File: config.mk
export PLATFORM = sky130hd
export DESIGN_NAME = mmio_arbiter
export DESIGN_NICKNAME = d
export VERILOG_FILES = /design/src/rtl/mmio_pkg.sv /design/src/rtl/mmio_arbiter_rr_arb2.sv /design/src/rtl/mmio_arbiter.sv
export SDC_FILE = /design/constraint.sdc
export NUM_CORES = 1
export LEC_CHECK = 0
export ABC_AREA = 1
export CAP_MARGIN = 20
export CORE_MARGIN = 10
export CORE_UTILIZATION = 38
export CTS_CLUSTER_SIZE = 8
export DETAILED_ROUTE_END_ITERATION = 6
export PLACE_DENSITY = 0.82
export SYNTH_ARGS = -nofsm -noshare
export SYNTH_HDL_FRONTEND = slang
export SYNTH_SLANG_ARGS = --single-unit
File: constraint.sdc
create_clock -name clk -period 1.5 [get_ports clk]
set_input_delay 0.15 -clock clk [delete_from_list [all_inputs] [get_ports clk]]
set_output_delay 0.15 -clock clk [all_outputs]
set_load 0.1 [all_outputs]
File: src/rtl/mmio_pkg.sv
// Shared constants and types for the MMIO port arbiter: register map, park address,
// arbiter state encoding and master indices.
package mmio_pkg;

    localparam logic [31:0] MMIO_BASE     = 32'hFFFF_FC00;
    localparam logic [7:0]  OFF_SEG       = 8'h00;
    localparam logic [7:0]  OFF_KEY       = 8'h10;
    localparam logic [7:0]  OFF_TMR0      = 8'h20;
    localparam logic [7:0]  OFF_TMR1      = 8'h30;
    localparam logic [7:0]  OFF_PWM       = 8'h40;
    localparam logic [7:0]  OFF_WDT       = 8'h50;
    localparam logic [7:0]  OFF_LED       = 8'h60;
    localparam logic [7:0]  OFF_SW        = 8'h70;

    // Must decode to no peripheral register so a parked bus never triggers read side effects.
    localparam logic [31:0] PARK_ADDR_DEF = 32'h0000_0000;

    typedef enum logic {
        IDLE   = 1'b0,
        ACCESS = 1'b1
    } arb_state_e;

    localparam logic M_CPU = 1'b0;
    localparam logic M_DBG = 1'b1;

    function automatic logic [31:0] mmio_addr(input logic [7:0] off);
        return MMIO_BASE | {24'h00_0000, off};
    endfunction

endpackage

File: src/rtl/mmio_arbiter_rr_arb2.sv
// Two-way combinational picker: round-robin on ties, or fixed M0 priority.
// The "last granted" pointer is owned by the caller.
module rr_arb2
    import mmio_pkg::*;
(
    input  logic [1:0] elig,
    input  logic       last,
    input  logic       fixed_prio,
    output logic [1:0] win,
    output logic       valid
);

    // On a tie the master that was not granted last wins, unless M0 has fixed priority.
    always_comb begin
        win = 2'b00;
        case (elig)
            2'b01:   win = 2'b01;
            2'b10:   win = 2'b10;
            2'b11: begin
                if (fixed_prio || (last == M_DBG)) begin
                    win = 2'b01;
                end else begin
                    win = 2'b10;
                end
            end
            default: win = 2'b00;
        endcase
    end

    assign valid = |elig;

endmodule

File: src/rtl/mmio_arbiter.sv
// Shares the MMIO peripheral port between the CPU (M0) and debug engine (M1) as one-cycle
// slave transactions. Optional atomic locking is enabled by defining MMIO_ARB_LOCK_EN.
module mmio_arbiter
    import mmio_pkg::*;
#(
    parameter int                 ADDR_W     = 32,
    parameter int                 DATA_W     = 32,
    parameter logic [ADDR_W-1:0]  PARK_ADDR  = ADDR_W'(PARK_ADDR_DEF),
    parameter int                 FIXED_PRIO = 0
)(
    input  logic                  clk,
    input  logic                  rst,
    input  logic [1:0]            m_req,
    input  logic [1:0]            m_we,
    input  logic [7:0]            m_be,
    input  logic [2*ADDR_W-1:0]   m_addr,
    input  logic [2*DATA_W-1:0]   m_wdata,
`ifdef MMIO_ARB_LOCK_EN
    input  logic [1:0]            m_lock,
    output logic                  locked,
`endif
    output logic [1:0]            m_gnt,
    output logic [1:0]            m_rvalid,
    output logic [DATA_W-1:0]     m_rdata,
    output logic                  s_we,
    output logic [3:0]            s_be,
    output logic [ADDR_W-1:0]     s_addr,
    output logic [DATA_W-1:0]     s_wdata,
    input  logic [DATA_W-1:0]     s_rdata,
    output logic                  busy
);

    arb_state_e           state_r;
    logic [1:0]           gnt_r;
    logic [1:0]           rvalid_r;
    logic [DATA_W-1:0]    rdata_r;
    logic                 s_we_r;
    logic [3:0]           s_be_r;
    logic [ADDR_W-1:0]    s_addr_r;
    logic [DATA_W-1:0]    s_wdata_r;
    logic                 rr_last_r;

    logic [1:0]           lock_mask_s;
    logic [1:0]           elig_s;
    logic [1:0]           win_s;
    logic                 valid_s;
    logic                 win_idx_s;
    logic                 sel_we_s;
    logic [3:0]           sel_be_s;
    logic [ADDR_W-1:0]    sel_addr_s;
    logic [DATA_W-1:0]    sel_wdata_s;
    logic                 fixed_prio_s;

    assign fixed_prio_s = (FIXED_PRIO != 0);

`ifdef MMIO_ARB_LOCK_EN
    logic                 locked_r;
    logic                 lock_owner_r;

    // While locked only the lock holder may be chosen.
    always_comb begin
        if (locked_r) begin
            lock_mask_s = (lock_owner_r == M_DBG) ? 2'b10 : 2'b01;
        end else begin
            lock_mask_s = 2'b11;
        end
    end

    // Lock state follows the m_lock bit of every granted transaction.
    always_ff @(posedge clk or negedge rst) begin
        if (!rst) begin
            locked_r     <= 1'b0;
            lock_owner_r <= M_CPU;
        end else if (valid_s) begin
            locked_r     <= m_lock[win_idx_s];
            lock_owner_r <= win_idx_s;
        end else begin
            locked_r     <= locked_r;
            lock_owner_r <= lock_owner_r;
        end
    end

    assign locked = locked_r;
`else
    assign lock_mask_s = 2'b11;
`endif

    // The owner's request during its grant cycle is the one being served, so it is masked.
    assign elig_s = m_req & ~gnt_r & lock_mask_s;

    rr_arb2 u_pick (
        .elig       (elig_s),
        .last       (rr_last_r),
        .fixed_prio (fixed_prio_s),
        .win        (win_s),
        .valid      (valid_s)
    );

    assign win_idx_s = win_s[1];

    // Select the winning master's transaction fields.
    always_comb begin
        if (win_idx_s == M_DBG) begin
            sel_we_s    = m_we[1];
            sel_be_s    = m_be[7:4];
            sel_addr_s  = m_addr[2*ADDR_W-1:ADDR_W];
            sel_wdata_s = m_wdata[2*DATA_W-1:DATA_W];
        end else begin
            sel_we_s    = m_we[0];
            sel_be_s    = m_be[3:0];
            sel_addr_s  = m_addr[ADDR_W-1:0];
            sel_wdata_s = m_wdata[DATA_W-1:0];
        end
    end

    // Arbiter FSM: decides the next owner every cycle and registers all slave/master outputs.
    always_ff @(posedge clk or negedge rst) begin
        if (!rst) begin
            state_r   <= IDLE;
            gnt_r     <= 2'b00;
            rvalid_r  <= 2'b00;
            rdata_r   <= '0;
            s_we_r    <= 1'b0;
            s_be_r    <= 4'h0;
            s_addr_r  <= PARK_ADDR;
            s_wdata_r <= '0;
            rr_last_r <= M_DBG;
        end else begin
            if ((state_r == ACCESS) && !s_we_r) begin
                rvalid_r <= gnt_r;
                rdata_r  <= s_rdata;
            end else begin
                rvalid_r <= 2'b00;
                rdata_r  <= rdata_r;
            end

            if (valid_s) begin
                state_r   <= ACCESS;
                gnt_r     <= win_s;
                s_we_r    <= sel_we_s;
                s_be_r    <= sel_be_s;
                s_addr_r  <= sel_addr_s;
                s_wdata_r <= sel_wdata_s;
                rr_last_r <= win_idx_s;
            end else begin
                state_r   <= IDLE;
                gnt_r     <= 2'b00;
                s_we_r    <= 1'b0;
                s_be_r    <= 4'h0;
                s_addr_r  <= PARK_ADDR;
                s_wdata_r <= s_wdata_r;
                rr_last_r <= rr_last_r;
            end
        end
    end

    assign m_gnt    = gnt_r;
    assign m_rvalid = rvalid_r;
    assign m_rdata  = rdata_r;
    assign s_we     = s_we_r;
    assign s_be     = s_be_r;
    assign s_addr   = s_addr_r;
    assign s_wdata  = s_wdata_r;
    assign busy     = (state_r == ACCESS);

endmodule

Word-level counts from Yosys, hierarchy flattened
Index checks and enable logic that the tools add are counted.
{ "word_totals": {"ff_bits": 107, "latch_bits": 0, "mem_bits_rw": 0, "rom_bits": 0, "in_bits": 174, "output_inout_bits": 106, "elab_cells": 29, "mem_count": 0} }
{ "op_classes": {"addsub": 0, "mul": 0, "n_div": 0, "order_cmp": 0, "n_eq_ne": 3, "shift": 0, "mux": 12, "bitwise_logic": 2, "reduce_logical": 3} }
{ "ops": {"columns": ["op", "count"], "rows": [
  ["two-way mux 32 bit", 3],
  ["two-way mux 4 bit", 2],
  ["two-way mux 2 bit", 3],
  ["case mux 2 bit (3 select lines)", 1],
  ["equality test 2 bit (second input constant)", 2],
  ["two-way mux 1 bit", 3],
  ["bitwise AND 2 bit", 1],
  ["equality test 2 x 1 -> 1 bit (second input constant)", 1],
  ["inverter 2 bit", 1],
  ["OR reduction 2 bit", 1],
  ["logical AND 1 bit", 1],
  ["logical NOT 1 bit", 1]
]} }

Longest topological paths before layout
Gate-level depths: netlist of run 1.
{ "logic_depth": {"word_depth": 6, "ltp_mapped": 9, "mapped_depth_nobuf": 7} }

Hierarchy
From an unflattened synthesis of run 1, not the netlist that was laid out.
{ "unflattened": {"hier_cells": 608, "hier_area_um2": 4762.1} }
{ "by_module_without_submodules": {"columns": ["module", "n_inst", "cells_each", "area_per_inst_um2"], "rows": [
  ["mmio_arbiter", 1, 593, 4703.3],
  ["rr_arb2", 1, 15, 58.8]
]} }

Worst setup path before layout of run 1
Ideal clock, no wire load.
{ "synth_path": {"path_type": "register -> register", "from": "register s_we_r, in the netlist s_we", "to": "register rdata_r[23], in the netlist m_rdata[23]", "setup_ps": 67, "arrival_ps": 1876, "setup_slack_ps": -443, "stages_incl_launch_ff": 6, "path_buffers": 1, "synth_period_minus_slack_ps": 1943, "cell_sequence": "dfrtp_1 -> clkinv_1 -> nand2_1 -> clkbuf_1 -> nand2_1 -> nand2_1"} }
{ "synth_via": {"elab_chain_len": 2} }
{ "synth_lines": {"columns": ["item", "line", "source"], "rows": [
  ["from (decl)", "mmio_arbiter.sv:37", "logic s_we_r;"],
  ["from (signal assigned)", "mmio_arbiter.sv:140", "s_we_r <= sel_we_s;"],
  ["logical NOT 1 bit", "mmio_arbiter.sv:129", "if ((state_r == ACCESS) && !s_we_r) begin"],
  ["logical AND 1 bit", "mmio_arbiter.sv:129", null],
  ["to (signal assigned)", "mmio_arbiter.sv:131", "rdata_r <= s_rdata;"],
  ["to (signal assigned)", "mmio_arbiter.sv:134", "rdata_r <= rdata_r;"],
  ["to (decl)", "mmio_arbiter.sv:36", "logic [DATA_W-1:0] rdata_r;"]
]} }
No other way between the ends.
A chain may end at the register's enable or synchronous reset.

Final worst setup path of run 1
{ "layout_path": {"from": "register gnt_r[1], in the netlist m_gnt[1]", "to": "register s_addr_r[8], in the netlist s_addr[8]"} }
{ "layout_via": {"elab_chain_len": 6, "word_cells_on_any_way": 9, "cone_classes": "3 x eq/ne; 3 x mux; 2 x bitwise; 1 x reduce/logical"} }
{ "layout_lines": {"columns": ["item", "line", "source"], "rows": [
  ["from (decl)", "mmio_arbiter.sv:34", "logic [1:0] gnt_r;"],
  ["from (signal assigned)", "mmio_arbiter.sv:139", "gnt_r <= win_s;"],
  ["inverter 2 bit *", "mmio_arbiter.sv:89", "assign elig_s = m_req & ~gnt_r & lock_mask_s;"],
  ["bitwise AND 2 bit *", "mmio_arbiter.sv:89", null],
  ["equality test 2 bit or equality test 2 x 1 -> 1 bit (tied branches)", "mmio_arbiter_rr_arb2.sv:16", "case (elig)"],
  ["case mux 2 bit (3 select lines)", "mmio_arbiter_rr_arb2.sv:16", null],
  ["two-way mux 32 bit", "mmio_arbiter.sv:103", "if (win_idx_s == M_DBG) begin"],
  ["two-way mux 32 bit *", "mmio_arbiter.sv:137", "if (valid_s) begin"],
  ["to (signal assigned)", "mmio_arbiter.sv:142", "s_addr_r <= sel_addr_s;"],
  ["to (decl)", "mmio_arbiter.sv:39", "logic [ADDR_W-1:0] s_addr_r;"]
]} }
Every way passes the cells marked *; elsewhere a longest branch is shown, timed or not.

==> out/metrics.cfg, run 1 <==
[sta]
finalClockSkew_ns=0.00800
setup_viol=0
hold_viol=0
final.setup.worst_slack_ns=0.127
period_share_pct=91.5
worst_pin_slew_ns=0.419
fin_setup_tns_ns=0
clock.fmax_mhz=728
rsz0062_at_grt=false
hold_ws_ns=0.315
slew_violations=0
max-slew-margin-rel_pct=72.1
final.min_clock_period_ns=1.37

[layout]
antenna_cells=0
area_growth_pct=96.1
final_cell_mix=266 x nand2_1, 172 x clkdlybuf4s50_1, 114 x buf_12
fillCellCount=818
drive_gt1_share_pct=18.7
fin_nets=1020
mostFrequentLayoutCell=nand2_1

[worst_setup_path]
path_common_cell=nand2_1
cp_slowest_cell=dfrtp_4
critical_path_required_ns=1.72
critPathMaxStageDelay_ns=0.49
worstPathArrival_ns=1.60
path_class=reg2reg
critPathMaxFanout=32
cp-start-kind=flop
critPathCaptureType=flop
crit_family=flip-flops
critPathBufInv=3
crit_chain=inv_2 > nand3_1 > nand2_1 > clkinv_1 > buf_12 > nand2_1 > nand2_1

[logic_synthesis]
ys_seq_area_share_pct=58.1
synth.net_count=741
syn_area_sq_um=4610
syn_area_per_cell_sq_um=8.13
synthDistinctLibCells=16
yosysWarnings=0
syn_inst=567
ys_seq_elements=107

[grt]
grt_usage_pct=20.4
grt.met1_usage_pct=21.6
gr-total-overflow=0
grt_pass1_vias=4901
top_usage_layer=met2
antenna_found_initial=0
grt_pass1_wl_um=26600
grt_util_met2_pct=34.8
use_met3_pct=8.24
grt_max_degree=38

[die]
die_w_um=130
start_util_pct=38.6
rows=40
fp.coreArea_sq_um=12000
die-area_sq_um=16900
fp.dieH_um=130
ios=280

[pwr]
peakVddDrop_mv=0.917
power_density_nw_per_um2=1790
p_leak_nw=4.48

[detailed_routing]
ant_nets=0
finalWirelength_um=17900
first_pass_iters=4
drcViolationCount=0
wl_per_cell_um=17.9
vias_per_cell=4.79
drt_iter0_drc=346
vias=4778

[cts]
numCtsBuffers=9
ctsRootBufferMaster=clkbuf_16
h-tree-depth=3
clockBufferDepth=2
clk_pin_slew_ns=0.07
clk_latency_ns=0.33
clock-sinks=107
cts_tree=built

[run_status]
status=finished, final reports clean

[worst_hold_path]
hold_path_class=in2async

[placed_design]
hpwl_um=14200
port_buffers=279
dpl_worst_slack_ns=0.00292
gp_congestion=0.860

[flow_run]
maxCapViolations=0

-- path summary, 6_finish.rpt --
check / depth (start not counted) / startpoint / endpoint / slack, ns
max in group asynchronous: 3 / rst / s_wdata[2] / 0.61
min in group clk: 3 / m_wdata[55] / s_wdata[23] / 0.34
worst max register to register: 7 / m_gnt[1] / s_addr[8] / 0.13
worst min-delay path: 2 / rst / s_wdata[30] / 0.32
worst min register to register: 2 / m_rdata[6] / m_rdata[6] / 0.54
worst max-delay path: 7 / m_gnt[1] / s_addr[8] / 0.13
-- per-stage QoR --
step | instance area [sq um] | util [%] | power (mW) | instances
6_report | 9050 | 75.6 | 16.2 | 998
5_1_grt | 9050 | 75.6 | 16.8 | 998
2_1_floorplan | 4620 | - | 9.72 | 567
4_1_cts | 9040 | 75.6 | 16.4 | 998
3_3_place_gp | 8740 | 73.1 | 13.8 | 981
3_5_place_dp | 8740 | 73.1 | 14.0 | 981
-- state kept, by name, summed over array words and instances, names as in the netlist --
| register | flops |
|---|---|
| m_gnt | 2 |
| s_we | 1 |
| s_addr | 32 |
| m_rdata | 32 |
| busy | 1 |
| rr_last_r | 1 |
| s_be | 4 |
| m_rvalid | 2 |
| s_wdata | 32 |
-- cell type report --
type / instances / area, sq um / share of cell area [%]
inverters: 44 / 169 / 1.87
flip-flops and latches: 107 / 2690 / 29.8
clock inverters: 6 / 55.1 / 0.609
well taps: 147 / 184 / 2.03
repair buffers: 302 / 4130 / 45.6
clock buffers: 10 / 239 / 2.64
multi-input cells: 382 / 1580 / 17.5
-- logic make-up after synthesis --
| group | after synthesis | share of synthesized area (%) |
|---|---|---|
| AOI/OAI and AO/OA | 2 | 0.461 |
| and+or+nand+nor | 380 | 33.8 |
| DFF | 107 | 58.1 |
| buffers and inverters | 78 | 7.68 |
-- cell usage after synthesis (all sizes together) --
library cell	n	area, sq um
buf	19	133
dfrtp	106	2650
nor2	11	41.3
clkinv	2	7.51
clkbuf	15	56.3
inv	42	158
nand3	101	505
nand2	268	1010
o21ai	2	21.3
dfstp	1	26.3
-- report_power, final --
| part | switching, mW | leakage (nW) | internal (mW) |
|---|---|---|---|
| logic | 6.26 | 3.00 | 3.38 |
| registers | 0.683 | 1.32 | 3.55 |
| clock network | 1.03 | 0.152 | 1.33 |
-- what timing repair did --
| item | CTS | global route |
|---|---|---|
| resized for setup | 0 | 1 |
| setup buffers | 0 | 0 |
| hold buffers | 1 | 0 |
| endpoints found under the hold margin | 24 | 0 |
| setup endpoints to repair | 0 | 12 |
-- layer usage --
layer	up-vias	share of wire, %
met1	2204	34
met2	243	50
met5	-	0
met3	40	12
li1	2291	-
met4	0	4.0
(Power assumes the default switching activity.)
==> inputs of run 2 (changes only) <==
Settings changed: HOLD_SLACK_MARGIN set to 0.12.
==> results of run 2 <==
Final layout, timing and power as in run 1 (identical DEF).
==> inputs of run 3 (changes only) <==
Settings changed: PLACE_DENSITY 0.82 to 0.81, SYNTH_HIERARCHICAL set to 1.
==> run 3 against run 2 <==
Against the previous run:
- global-route usage rose by 1.3 points
- critical path type unchanged
- power fell by 0.72%
- clock skew is 0.0012 ns lower
- worst setup slack got worse by 0.11 ns
- register-to-register slack worse by 0.11 ns
- synthesized area rose by 3.3%
- final cell count rose by 6.3%
- core utilization up 2.1 points
- clock-buffer cell count up 2
==> out/metrics.cfg, run 3 <==
[grt]
grt_pass1_vias=5369  ; was 4,901
antenna_found_initial=0  ; unchanged
grt_pass1_wl_um=30000  ; was 26,600 um
grt_max_degree=53  ; was 38
gr-total-overflow=0  ; unchanged
grt_usage_pct=21.7  ; was 20.4%

[worst_setup_path]
critPathMaxFanout=23  ; was 32
critical_path_required_ns=1.74  ; was 1.72 ns
cp-start-kind=flop  ; unchanged
path_class=reg2reg  ; unchanged
worstPathArrival_ns=1.73  ; was 1.60 ns
critPathCaptureType=flop  ; unchanged

[sta]
final.min_clock_period_ns=1.49  ; was 1.37 ns
setup_viol=0  ; unchanged
period_share_pct=99.1  ; was 91.5%
fin_setup_tns_ns=0  ; unchanged
finalClockSkew_ns=0.00683  ; was 0.00800 ns
hold_viol=0  ; unchanged
slew_violations=0  ; unchanged
rsz0062_at_grt=true  ; was false
clock.fmax_mhz=673  ; was 728 MHz

[detailed_routing]
vias_per_cell=4.76  ; was 4.79
wl_per_cell_um=18.3  ; was 17.9 um
vias=5052  ; was 4,778
finalWirelength_um=19500  ; was 17,900 um
ant_nets=0  ; unchanged
first_pass_iters=4  ; unchanged
drt_iter0_drc=296  ; was 346
drcViolationCount=0  ; unchanged

[logic_synthesis]
syn_area_sq_um=4760  ; was 4610 sq um
yosysWarnings=6  ; was 0
ys_seq_area_share_pct=56.3  ; was 58.1%
syn_area_per_cell_sq_um=7.83  ; was 8.13 sq um
ys_seq_elements=107  ; unchanged
synth-edff-count=0  ; unchanged
synth_common_cells=204 x nand2_1, 106 x dfrtp_1, 79 x nor2_1  ; was 266 x nand2_1, 106 x dfrtp_1, 101 x nand3_1
yosysTopAreaCellShare_pct=55.7  ; was 57.5%
synth_ff_type=dfrtp_1  ; unchanged
yosysMostFrequentCell=nand2_1  ; unchanged
async_flop_share_pct=100  ; unchanged
yosys-top-cells-area=dfrtp_1 56%, nand2_1 16%, nand3_1 6.7%, nor2_1 6.2%, inv_1 6.0%  ; was dfrtp_1 58%, nand2_1 22%, nand3_1 11%, inv_1 3.1%, buf_6 1.2%
synthDistinctLibCells=16  ; unchanged
yosysTopAreaCell=dfrtp_1  ; unchanged
syn_inst=608  ; was 567

[cts]
cts_tree=built  ; unchanged
clk_latency_ns=0.35  ; was 0.33 ns
numCtsBuffers=9  ; unchanged
clk_pin_slew_ns=0.07  ; about the same
clockBufferDepth=2  ; unchanged
ctsRootBufferMaster=clkbuf_16  ; unchanged
clock-sinks=107  ; unchanged
h-tree-depth=3  ; unchanged

[placed_design]
port_buffers=279  ; unchanged
post_dp_cell_area_sq_um=8930  ; was 8740 sq um
dp.cells=1039  ; was 981
gp_congestion=0.856  ; was 0.860
hpwl_um=15000  ; was 14,200 um

[layout]
drive_gt1_share_pct=20.8  ; was 18.7%
mostFrequentLayoutCell=nand2_1  ; unchanged
fin_nets=1062  ; was 1,020
fin_cells=1061  ; was 998
antenna_cells=0  ; unchanged
postLayoutCellArea_sq_um=9450  ; was 9050 sq um
area_growth_pct=98.4  ; was 96.1%
final_cell_mix=198 x nand2_1, 172 x clkdlybuf4s50_1, 117 x buf_12  ; was 266 x nand2_1, 172 x clkdlybuf4s50_1, 114 x buf_12

[run_status]
status=finished, final reports clean  ; unchanged

[pwr]
p_leak_nw=4.67  ; was 4.48 nW
peakVddDrop_mv=0.695  ; was 0.917 mV
power_density_nw_per_um2=1700  ; was 1790 nW/um^2

[die]
fp.coreArea_sq_um=12200  ; was 12,000 sq um
rows=40  ; unchanged
die-area_sq_um=17400  ; was 16,900 sq um
ios=280  ; unchanged
fp.dieH_um=132  ; was 130 um
die_w_um=132  ; was 130 um
start_util_pct=39.2  ; was 38.6%

[worst_hold_path]
hold_path_class=in2async  ; unchanged

[flow_run]
maxCapViolations=0  ; unchanged

## run 3: timing repair
| item | 4_1_cts | 5_1_grt |
|---|---|---|
| pin swaps | 0 | 3 |
| endpoints found under the hold margin | 68 | 0 |
| gates cloned | 0 | 3 |
| resized for setup | 1 | 66 |
| buffers inserted | 0 | 2 |
| hold buffers | 1 | 0 |
| setup endpoints to repair | 24 | 68 |
## run 3: logic make-up (layout without fill, tap and decap cells)
kind of cell	Yosys count	after routing	synth area share, %
buffers and inverters	114	398	10.5
DFF	107	107	56.3
AOI/OAI and AO/OA	37	37	3.89
other	1	2	0.0787
and+or+nand+nor	349	349	29.3
## run 3: critical path: stages, from the launching register on
cell     delay, ns
dfrtp_4       0.49
nor2_4        0.13
nand2_1       0.07
inv_2         0.07
nand2_4       0.06
nand2_8       0.15
inv_8         0.06
buf_12        0.16
nor2_2        0.11
nor2_1        0.07
## run 3: layout make-up
| class | count | area (sq um) |
|---|---|---|
| Clock inverter | 4 | 48.8 |
| Clock buffer | 12 | 256 |
| Timing Repair Buffer | 304 | 4250 |
| Fill cell | 749 | 2710 |
| Sequential cell | 107 | 2690 |
| Tap cell | 168 | 210 |
| Multi-Input combinational cell | 388 | 1700 |
| Inverter | 78 | 300 |
## run 3: path summary, 6_finish.rpt
check	startpoint	endpoint	slack, ns	cells after the start
min in group clk	s_rdata[28]	m_rdata[28]	0.36	3
worst min register to register	rr_last_r	rr_last_r	0.47	2
worst max register to register	m_gnt[1]	s_addr[4]	0.01	9
worst min-delay path	rst	s_addr[3]	0.26	2
worst max-delay path	m_gnt[1]	s_addr[4]	0.01	9
max in group asynchronous	rst	s_wdata[13]	0.63	3
## run 3: report_power, final
group          total (mW)  switching (mW)  leakage (nW)  internal, mW
logic                9.48            6.11          3.22          3.36
clock network        2.45            1.06         0.153          1.38
registers            4.19           0.673          1.30          3.51
total                16.1            7.85          4.67          8.26
## run 3: layer usage
layer	global-route usage, %	up-vias	routed length (um)
met5	0	-	0
met4	8.16	0	470
met3	9.26	27	2250
met2	35.9	264	9520
met1	24.3	2378	7230
li1	-	2383	-
## run 3: metrics by stage
step           util [%]  total power, mW  hold WS [ns]  setup WS (ns)
2_1_floorplan         -             9.41        -0.146        -0.0979
3_3_place_gp       73.5             13.4        0.0925         -0.199
3_5_place_dp       73.5             13.6        0.0946         -0.250
4_1_cts            76.1             16.0         0.273        0.00137
5_1_grt            77.7             16.7         0.287        -0.0710
6_report           77.7             16.1         0.257         0.0135
